==> src/rtl/pc_ctrl.sv <==
// Program counter controller: boot/run/hold sequencing with prioritised redirects
// (exception, exception return, branch, jump) and a saved exception PC.
module pc_ctrl #(
  parameter int               WIDTH     = 32,
  parameter logic [WIDTH-1:0] RESET_VEC = 32'h0000_3000,
  parameter logic [WIDTH-1:0] EXC_VEC   = 32'h0000_4180,
  parameter int               STEP      = 4
) (
  input  logic             clk,
  input  logic             rst,
  input  logic             stall,
  input  logic             br_taken,
  input  logic [WIDTH-1:0] br_target,
  input  logic             jump,
  input  logic [WIDTH-1:0] jump_target,
  input  logic             exc,
  input  logic             eret,
  input  logic             fetch_ready,
  output logic [WIDTH-1:0] pc,
  output logic [WIDTH-1:0] pc_plus,
  output logic             fetch_valid,
  output logic [WIDTH-1:0] epc,
  output logic             misalign
);

  localparam logic [WIDTH-1:0] STEP_W = WIDTH'(STEP);

  typedef enum logic [1:0] {BOOT, RUN, HOLD} state_t;

  state_t           state, state_next;
  logic [WIDTH-1:0] pc_next, epc_next;
  logic             redirect;

  assign pc_plus     = pc + STEP_W;
  assign fetch_valid = (state != BOOT);
  assign misalign    = fetch_valid && (pc[1:0] != 2'b00);
  assign redirect    = exc | eret | br_taken | jump;

  always_ff @(posedge clk or posedge rst) begin
    if (rst) begin
      state <= BOOT;
      pc    <= RESET_VEC;
      epc   <= RESET_VEC;
    end else begin
      state <= state_next;
      pc    <= pc_next;
      epc   <= epc_next;
    end
  end

  // BOOT ignores every request; misalign is reported only and never steers selection.
  always_comb begin
    state_next = state;
    pc_next    = pc;
    epc_next   = epc;
    case (state)
      BOOT: state_next = RUN;
      RUN, HOLD: begin
        if (exc) begin
          pc_next  = EXC_VEC;
          epc_next = pc;
        end else if (eret) begin
          pc_next = epc;
        end else if (br_taken) begin
          pc_next = br_target;
        end else if (jump) begin
          pc_next = jump_target;
        end else if (!stall && fetch_ready) begin
          pc_next = pc_plus;
        end
        if (redirect || (!stall && fetch_ready)) state_next = RUN;
        else                                     state_next = HOLD;
      end
      default: state_next = BOOT;
    endcase
  end

endmodule

==> config.mk <==
export PLATFORM = sky130hd
export DESIGN_NAME = pc_ctrl
export DESIGN_NICKNAME = d
export VERILOG_FILES = /design/src/rtl/pc_ctrl.sv
export SDC_FILE = /design/constraint.sdc
export NUM_CORES = 1
export LEC_CHECK = 0
export ABC_CLOCK_PERIOD_IN_PS = 2400
export BUFFER_PORTS_ARGS = -buffer_cell sky130_fd_sc_hd__buf_2
export CAP_MARGIN = 10
export CORE_ASPECT_RATIO = 1.1
export CORE_MARGIN = 2
export CORE_UTILIZATION = 40
export CTS_BUF_LIST = sky130_fd_sc_hd__clkbuf_4 sky130_fd_sc_hd__clkbuf_8 sky130_fd_sc_hd__clkbuf_16
export DETAILED_ROUTE_END_ITERATION = 12
export GPL_TIMING_DRIVEN = 0
export HOLD_SLACK_MARGIN = 0.05
export PLACE_DENSITY = 0.77
export SLEW_MARGIN = 20
export SYNTH_ARGS = -nofsm -noshare
export SYNTH_HDL_FRONTEND = slang
export SYNTH_SLANG_ARGS = --single-unit
==> constraint.sdc <==
create_clock -name clk -period 2.4 [get_ports clk]
set_input_delay 0.48 -clock clk [delete_from_list [all_inputs] [get_ports clk]]
set_output_delay 0.48 -clock clk [all_outputs]
set_load 0.02 [all_outputs]
* Yosys cells after proc, flatten, opt, wreduce, memory -nomap -nowiden
Cells that the tools add are included.
** Word-level totals
- Memories :: 0
- Memory bits (read-only) :: 0
- Memory bits (writable) :: 0
- Bits of input ports :: 72
- Bits in latches :: 0
- Register bits after elaboration :: 66
** Operators by class
- Multipliers :: 0
- Reductions and logical operators :: 11
- Add/subtract/negate cells :: 1
- Multiplexer cells :: 7
- $lt $le $gt $ge :: 0
- Equality and inequality tests :: 2
- Shifts and indexed selects :: 0
- Divide/modulo/power cells :: 0
- Bitwise operators :: 3
** Operators with widths (count)
- 2-to-1 mux 32 bit :: 5
- adder 32 x 3 -> 32 bit (second input constant) :: 1
- nonzero test 5 bit :: 1
- one-hot mux 2 bit (2 select lines) :: 1
- AND reduction 2 bit :: 2
- nonzero test 2 bit :: 2
- bitwise OR 1 bit :: 3
- == test 2 x 1 -> 1 bit (second input constant) :: 1
- == test 2 bit (second input constant) :: 1
- logical AND 1 bit :: 2
- zero test 2 bit :: 1
- 2-to-1 mux 2 bit :: 1
- OR reduction 2 bit :: 1
- zero test 1 bit :: 1
- logical OR 1 bit :: 1

* Longest topological paths before layout
Gate-level depths: netlist (run 1).
- Depth after elaboration :: 7
- Gate-level depth with buffers :: 9
- Depth with buffers taken out :: 7

* Worst setup path before layout (run 1)
No wires, ideal clock.
- Path type :: flip-flop to output port
- Start point :: reg pc[12]
- End point :: out pc_plus[23]
- Path slack :: -0.056 ns
- Cell stages (with the launch flop) :: 6
- Arrival :: 1.976 ns
- Path buffers :: 1
- Path through :: dfstp_2 and4_1 buf_4 nand4_1 or4_4 xnor2_1
** Between the ends
- Word-level cells in the longest chain between the ends :: 1
** RTL lines
- start: declaration :: line 19 : output logic [WIDTH-1:0] pc,
- start signal: assignment :: line 46 : pc <= pc_next;
- adder 32 x 3 -> 32 bit :: line 34 : assign pc_plus = pc + STEP_W;
- end: declaration :: line 20 : output logic [WIDTH-1:0] pc_plus,
No other way between the ends.

* Worst setup path in the final report (run 1)
- Start point :: reg pc[13]
- End point :: out pc_plus[23]
Same word-level chain as after synthesis.

==> results.yml, run 1 <==
layout:
  antenna_cells: 0
  fillers: 898
  areaGrowthSynthToFinish_pct: 44.3
  fin_util: 0.585
  fin_nets: 721
  fin_cells: 794
  layout-drive-gt1-share: 0.479
logic_synthesis:
  syn_nets: 519
  synth-seq-area-share: 0.397
  synth_flop_cell: "dfrtp_1"
  netlist_area_um2: 4180
  yosysWarnings: 0
  yosys.cell_types.count: 56
  avgSynthCellArea_um2: 9.40
  synthCells: 444
  synth_edf_count: 0
  ys_ff_latch: 66
  async_flop_share: 1.00
drt:
  postRouteAntennaNets: 0
  drt_iter0_drc: 403
  vias_per_cell: 5.96
  first_pass_iters: 6
  drt_wl_total_um: 16300
  wire_per_inst_um: 20.5
  drc: 0
  vias: 4731
worst_setup_path:
  timing.critical_path.from_type: "flop"
  r2r-end: "epc[9]"
  critPathKind: "flop to output port"
  worstReg2RegStart: "state[0]"
  r2r_cells: 6
  reg2reg_slack_ns: 0.16
  cp.arrival_ns: 2.07
  crit_fanout: 6
  crit_required_ns: 1.92
  end_kind: "output port"
global_route:
  grt_max_degree: 40
  met3_usage: 0.0492
  antenna_found_initial: 0
  grt_pass1_wl_um: 23500
  grt_usage: 0.274
  grt_use_met2: 0.436
  use_met1: 0.360
  grt_pass1_vias: 4419
  grt_overflow: 0
  busiest_layer: "met2"
timing:
  rsz0062_at_grt: "true"
  final_hold_viol_count: 0
  clock.fmax_mhz: 392
  fin_crit_sh: 1.06
  slew_viol_final: 0
  setup_ws_ns: -0.153
  tightestPinTransition_ns: 0.776
  setup_viol: 18
  relSlewSlack: 0.481
  fin_hold_ws_ns: 0.135
  finalClockSkew_ns: 0.00864
  fin_crit_ns: 2.55
cts:
  cts_sinks: 66
  h-tree-depth: 3
  clock_path_buffers: 2
  root_buffer: "clkbuf_16"
  numCtsBuffers: 9
  ctsHoldBuffers: 0
  clock_latency_ns: 0.34
  path_clk_slew_ns: 0.06
  cts_tree: "built"
pwr:
  vdd_drop_max_v: 0.000572
  p_per_area_nw_per_um2: 1050
  leakage_nw: 2.92
  power_mw: 6.32
floorplanning:
  boundaryPins: 170
  rows: 39
  coreArea_um2: 10300
  dieArea_um2: 11300
  chipHeight_um: 111
  initial_utilization: 0.406
  dieWidth_um: 101
placement:
  portBuffers: 166
  dp_hpwl_um: 11400
  post-place-ws_ns: -0.0856
  dp.cells: 754
  gp_congestion: 0.916
run:
  cap_violations: 0
outcome:
  status: "finished, violations left"
  failed_checks: "negative setup slack"
min_path:
  hold_class: "input pin to asynchronous set/reset pin"
==> layout by cell type, fill, tap and decap left out, types with 5 or more instances in the layout <==
cell	count
dfrtp_1	51
xnor2_2	7
clkbuf_16	9
and4_4	5
buf_4	37
inv_1	10
nand2_1	30
xor2_1	9
a21oi_1	12
a222oi_1	5
and2_1	10
dfrtp_2	11
mux2_2	29
xnor2_1	7
a221o_1	11
nand4_1	11
o21ai_1	7
nand3_1	6
nor3_1	9
o21a_1	5
a221oi_1	9
a22oi_1	11
nor2_1	31
buf_2	154
clkbuf_1	14
buf_6	13
o21ai_0	37
==> critical path, cell delays in order (launching register included) <==
cell	delay (ns)
dfstp_2	0.52
and4_1	0.22
buf_6	0.13
nand4_1	0.09
or4_4	0.47
xnor2_2	0.15
buf_4	0.15
==> routing by layer <==
metal  part of all wire  vias up  wire length, um
met5                  0        -                0
met2               0.48      317             7850
met1               0.39     2287             6290
li1                   -     2083                -
met4              0.035        0              562
met3              0.097       44             1580
==> layout make-up <==
class | count | area (um2) | share of cell area
repair buffers | 192 | 1120 | 0.185
clock inverters | 7 | 68.8 | 0.0114
plain buffers | 29 | 159 | 0.0264
multi-input cells | 337 | 2560 | 0.425
inverters | 11 | 43.8 | 0.00727
clock buffers | 9 | 225 | 0.0374
well taps | 143 | 179 | 0.0297
flip-flops and latches | 66 | 1670 | 0.277
==> cells in the mapped netlist, types with 9 or more instances <==
| library cell | number | share of area |
|---|---|---|
| inv_1 | 11 | 0.0099 |
| mux2_2 | 29 | 0.078 |
| nand2_1 | 34 | 0.031 |
| nor2_1 | 34 | 0.031 |
| a22oi_1 | 11 | 0.020 |
| dfrtp_1 | 62 | 0.37 |
| xor2_1 | 11 | 0.023 |
| a21oi_1 | 12 | 0.014 |
| a221o_1 | 11 | 0.026 |
| nand4_1 | 11 | 0.016 |
| and4_1 | 11 | 0.023 |
| a221oi_1 | 9 | 0.019 |
| o21ai_0 | 37 | 0.044 |
| and2_1 | 12 | 0.018 |
| clkbuf_1 | 16 | 0.014 |
| xnor2_1 | 15 | 0.031 |
| nor3_1 | 11 | 0.013 |
==> through the flow <==
stage	instance area, um2	TNS (ns)
after floorplan	4180	0
after global routing	6030	-2.85
final	6030	-1.68
after global placement	5190	-39.30
after CTS	5790	-1.20
after detailed placement	5220	-0.439
==> how the worst max path moves through the flow <==
stage | slack, ns | depth (start not counted) | from | endpoint
after global placement | -0.63 | 2 | rst | pc[28]
after global routing | -0.21 | 7 | pc[10] | pc_plus[23]
after detailed placement | -0.09 | 6 | pc[2] | pc_plus[18]
final | -0.15 | 6 | pc[13] | pc_plus[23]
after floorplan | 0.06 | 5 | pc[12] | pc_plus[23]
after CTS | -0.16 | 6 | pc[12] | pc_plus[23]
==> repair_timing <==
action | 4_1_cts | 5_1_grt
endpoints found under the setup margin | 22 | 42
pin swaps | 11 | 14
gates resized for setup | 48 | 51
setup buffers | 16 | 9
==> report_power, final <==
group / total (mW) / internal (mW) / switching, mW
clock: 1.33 / 0.802 / 0.531
sequential: 2.01 / 1.52 / 0.493
combinational: 2.97 / 1.19 / 1.78
total: 6.32 / 3.51 / 2.80
==> cells by family (layout without fill, tap and decap cells) <==
logic type,after synthesis,after routing,synth area share
xor gates and xnor gates,26,26,0.0545
buffers and inverters,41,248,0.0447
muxes,33,33,0.0878
AOI/OAI and AO/OA,128,128,0.218
DFF,66,66,0.397
and+or+nand+nor,147,147,0.190
adders and majority gates,3,3,0.00899
==> registers in the layout, summed over array words and instances, names as in the netlist <==
name and cells:
epc 32, pc 32, state 2
Note: power is estimated with default switching activity, not from simulation.
==> inputs of run 2 (changes only) <==
- ABC_CLOCK_PERIOD_IN_PS: 2400 -> 2500
- SETUP_SLACK_MARGIN: not set -> 0.15
- clock period: 2.4 -> 2.5 ns (I/O delays scaled with it)
==> run 2 against run 1 <==
Combinational power shrank 2%. Register-to-register slack lost 0.04 ns. Flip-flop and latch count is the same. Largest power group unchanged. Via count grew 1.9%. The run still ends with negative setup slack left. Total power shrank 1.0%. Utilization grew 1.8 points. Final cell count grew 1.6%. Largest cell class unchanged. Clock power grew 6%. Global-route usage grew 1.2 points.
==> results.yml, run 2 (synthesis results as in run 1) <==
outcome:
  status: "finished, violations left"
  failed_checks: "negative setup slack"
drt:
  wire_per_inst_um: 20.7
  drc: 0
  drt_iter0_drc: 469
  vias_per_cell: 5.97
  drt_wl_total_um: 16700
  first_pass_iters: 7
  vias: 4819
  postRouteAntennaNets: 0
worst_setup_path:
  crit_fanout: 5
  r2r-end: "pc[31]"
  r2r_cells: 13
  reg2reg_slack_ns: 0.12
  end_kind: "output port"
  max_stage_delay_ns: 0.53
  path_cells: "and4_4 -> buf_6 -> nand4_1 -> o21a_1 -> or2_4 -> buf_6"
  cp_common_cell: "buf_6"
  timing.critical_path.from_type: "flop"
  worstReg2RegStart: "pc[13]"
  crit_required_ns: 2.00
  cp.arrival_ns: 2.12
  critPathKind: "flop to output port"
  cp_slowest_cell: "dfstp_2"
layout:
  areaGrowthSynthToFinish_pct: 48.7
  layout_common_cells: "buf_2, dfrtp_1, buf_4"
  layout_commonest_cell: "buf_2"
  fin_nets: 734
  layout-drive-gt1-share: 0.488
  top_regs: "epc x32, pc x32, state x2"
  antenna_cells: 0
  fillers: 876
cts:
  root_buffer: "clkbuf_16"
  numCtsBuffers: 9
  cts_tree: "built"
  cts_sinks: 66
  h-tree-depth: 3
  clock_path_buffers: 2
  ctsHoldBuffers: 0
  clock_latency_ns: 0.35
  path_clk_slew_ns: 0.06
timing:
  relSlewSlack: 0.475
  finalClockSkew_ns: 0.0125
  fin_crit_sh: 1.05
  setup_ws_ns: -0.121
  fin_crit_ns: 2.62
  setup_viol: 13
  final_hold_viol_count: 0
  slew_viol_final: 0
  rsz0062_at_grt: "true"
  clock.fmax_mhz: 381
  tightestPinTransition_ns: 0.785
floorplanning:
  initial_utilization: 0.406
  chipHeight_um: 111
  dieWidth_um: 101
  rows: 39
  coreArea_um2: 10300
  dieArea_um2: 11300
  boundaryPins: 170
pwr:
  p_clk_frac: 0.225
  power_mw: 6.25
  power.share.sequential: 0.310
  p_per_area_nw_per_um2: 1010
  leakage_nw: 3.07
  swShare: 0.434
  vdd_drop_max_v: 0.000499
  p_int_mw: 3.54
  switching_power_mw: 2.71
  p_comb_frac: 0.465
placement:
  portBuffers: 166
  post-place-ws_ns: -0.0232
  dp_hpwl_um: 11500
  gp_congestion: 0.931
global_route:
  antenna_found_initial: 0
  grt_overflow: 0
  grt_pass1_vias: 4545
  grt_pass1_wl_um: 24700
  grt_max_degree: 35
  grt_usage: 0.286
min_path:
  hold_class: "input pin to asynchronous set/reset pin"
run:
  cap_violations: 0
-- run 2: cell types whose count changed in the layout (fill, tap and decap cells not counted), moves of 2 or more --
| cell | delta |
|---|---|
| buf_4 | +11 |
| nand2_2 | -4 |
| nand2_4 | +3 |
| buf_2 | -2 |
| buf_6 | +2 |
| clkbuf_2 | +2 |
-- run 2: worst max path at each step --
stage | depth (start not counted) | start | endpoint
floorplan | 5 | pc[12] | pc_plus[23]
global placement | 2 | rst | pc[25]
detailed placement | 6 | pc[2] | pc_plus[16]
CTS | 6 | pc[13] | pc_plus[23]
global route | 8 | pc[13] | pc_plus[31]
finish | 6 | pc[13] | pc_plus[17]
-- run 2: timing repair --
item | in CTS | in global routing
hold endpoints to repair | 0 | 0
resized for setup | 81 | 27
pin swaps | 23 | 12
setup buffers | 29 | 7
gates cloned | 1 | 0
endpoints found under the setup margin | 24 | 50
-- run 2: metal layers --
layer / up-vias / share of wire / GRT usage
met3: 56 / 0.088 / 0.0542
met1: 2346 / 0.39 / 0.369
li1: 2111 / - / -
met4: 0 / 0.038 / 0.130
met5: - / 0 / 0
met2: 306 / 0.48 / 0.460
-- run 2: critical path, delay by kind of cell, from the launching register on --
kind / cells / cell delay (ns)
AND/OR/NAND/NOR: 3 / 0.71
flip-flops: 1 / 0.53
AO/OA/AOI/OAI: 1 / 0.29
buffers and inverters: 2 / 0.24
-- run 2: cell type report --
| cell class | instances | area (um2) | share of cell area |
|---|---|---|---|
| Buffer | 30 | 161 | 0.0260 |
| Clock buffer | 11 | 246 | 0.0397 |
| Clock inverter | 5 | 77.6 | 0.0125 |
| Inverter | 11 | 43.8 | 0.00705 |
| Multi-Input combinational cell | 337 | 2590 | 0.418 |
| Sequential cell | 66 | 1670 | 0.269 |
| Tap cell | 143 | 179 | 0.0288 |
| Timing Repair Buffer | 204 | 1240 | 0.199 |
-- run 2: power groups by stage --
stage	clock network, mW	registers, mW	logic, mW
after floorplan	0	2.24	1.28
after global routing	1.45	1.98	3.06
final	1.41	1.94	2.90
after global placement	0	1.88	2.59
after CTS	1.41	1.90	2.83
after detailed placement	0	1.91	2.63
-- run 2: metrics by stage --
stage | std cells | area [um2] | utilization | TNS [ns] | hold WS (ns)
finish | 807 | 6210 | 0.603 | -0.798 | 0.175
global route | 807 | 6210 | 0.603 | -1.46 | 0.213
CTS | 800 | 6060 | 0.589 | -0.245 | 0.190
detailed placement | 754 | 5230 | 0.508 | -0.0335 | 0.505
global placement | 753 | 5200 | 0.505 | -33.72 | 0.493
floorplan | 444 | 4190 | - | 0 | 0.528
==> inputs of run 3 (changes only) <==
- CORE_MARGIN: 2 -> 8
- GPL_ROUTABILITY_DRIVEN: not set -> 1
- RECOVER_POWER: not set -> 100
==> run 3 against run 2 <==
The flow still finishes with violations (negative setup slack). Critical path depth is 2 higher. Wire length increased by 4.3%. Sequential power barely moved. Non-clock buffer count up 1. Sequential share of layout area rose by 0.12 points. Utilization is 0.49 points lower. First-iteration DRC count is the same. Design area decreased by 0.81%.
==> results.yml, run 3 (synthesis results as in run 1) <==
global_route:
  antenna_found_initial: 0
  grt_pass1_vias: 4894
  grt_usage: 0.245
  grt_overflow: 0
  grt_max_degree: 47
  grt_pass1_wl_um: 26400
floorplanning:
  rows: 39
  chipHeight_um: 123
  initial_utilization: 0.406
  boundaryPins: 170
  dieWidth_um: 113
  dieArea_um2: 14000
  coreArea_um2: 10300
cts:
  h-tree-depth: 3
  path_clk_slew_ns: 0.06
  cts_tree: "built"
  root_buffer: "clkbuf_16"
  clock_latency_ns: 0.34
  clock_path_buffers: 2
  numCtsBuffers: 9
  cts_sinks: 66
  ctsHoldBuffers: 0
worst_setup_path:
  path_cells: "and4_4 -> buf_6 -> nand4_1 -> buf_6 -> nor2_4 -> nand4_1 -> xnor2_1 -> buf_4"
  crit_family: "simple AND/OR/NAND/NOR gates"
  r2r-end: "pc[31]"
  critPathKind: "flop to output port"
  timing.critical_path.from_type: "flop"
  path_buf_inv: 3
  end_kind: "output port"
  worstReg2RegStart: "pc[13]"
  startpoint: "pc[13]"
  cp_slowest_cell: "dfstp_2"
  r2r_cells: 13
  reg2reg_slack_ns: 0.01
  cp.arrival_ns: 2.15
  crit_fanout: 5
  max_stage_delay_ns: 0.54
  crit_required_ns: 2.00
timing:
  final_hold_viol_count: 0
  fin_crit_sh: 1.06
  relSlewSlack: 0.208
  finalClockSkew_ns: 0.00741
  fin_hold_ws_ns: 0.337
  slew_viol_final: 0
  rsz0062_at_grt: "true"
  setup_ws_ns: -0.153
  tightestPinTransition_ns: 1.19
  fin_crit_ns: 2.65
  clock.fmax_mhz: 377
  setup_viol: 17
outcome:
  failed_checks: "negative setup slack"
  status: "finished, violations left"
drt:
  vias: 4765
  wire_per_inst_um: 21.6
  first_pass_iters: 5
  vias_per_cell: 5.90
  postRouteAntennaNets: 0
  drc: 0
  drt_wl_total_um: 17400
  drt_iter0_drc: 469
layout:
  layout_commonest_cell: "buf_2"
  multiInputGateArea_um2: 2590
  ff_latch_area_um2: 1660
  fillers: 885
  areaGrowthSynthToFinish_pct: 47.5
  layout-drive-gt1-share: 0.426
  fin_nets: 735
  layout_common_cells: "buf_2, dfrtp_1, clkbuf_1"
  antenna_cells: 0
  top_regs: "epc x32, pc x32, state x2"
pwr:
  p_per_area_nw_per_um2: 1020
  power_mw: 6.27
  leakage_nw: 2.96
  vdd_drop_max_v: 0.000519
min_path:
  hold_class: "input pin to asynchronous set/reset pin"
run:
  cap_violations: 0
placement:
  portBuffers: 166
  gp_congestion: 0.870
  dp_hpwl_um: 12500
==> run 3: through the flow <==
stage,instance area [um2],worst slack [ns],setup TNS [ns],std cells,utilization
floorplan,4190,0.171,0,444,-
global placement,5200,-0.570,-35.13,753,0.505
detailed placement,5230,-0.0585,-0.214,754,0.508
CTS,6050,-0.0958,-0.260,796,0.588
global route,6160,-0.173,-2.01,808,0.598
finish,6160,-0.153,-0.904,808,0.598
==> run 3: per-layer routing <==
metal  GRT usage  share of wire
met5           0              0
met2       0.408           0.49
met4       0.118          0.031
met3      0.0567          0.093
met1       0.295           0.39
==> run 3: worst max path at each step <==
stage / endpoint / cells past startpoint
floorplan: pc_plus[23] / 5
global placement: pc[24] / 2
detailed placement: pc_plus[16] / 6
CTS: pc_plus[23] / 6
global route: pc_plus[31] / 7
finish: pc_plus[31] / 8
==> run 3: repair_timing <==
action	4_1_cts	5_1_grt
pin swaps	23	18
cloned	1	0
endpoints found under the setup margin	24	45
setup buffers	25	12
gates resized for setup	75	32
==> run 3: power breakdown <==
part,internal (mW),switching [mW],leakage [nW]
combinational,1.10,1.75,1.95
sequential,1.45,0.467,0.837
clock,1.02,0.481,0.176
total,3.57,2.70,2.96
==> run 3: final cells by class <==
class / instances / share of cell area
multi-input combinational: 337 / 0.420
buffer: 30 / 0.0262
tap: 143 / 0.0290
timing repair buffer: 205 / 0.190
sequential: 66 / 0.270
clock buffer: 11 / 0.0410
clock inverter: 5 / 0.0163
inverter: 11 / 0.00691
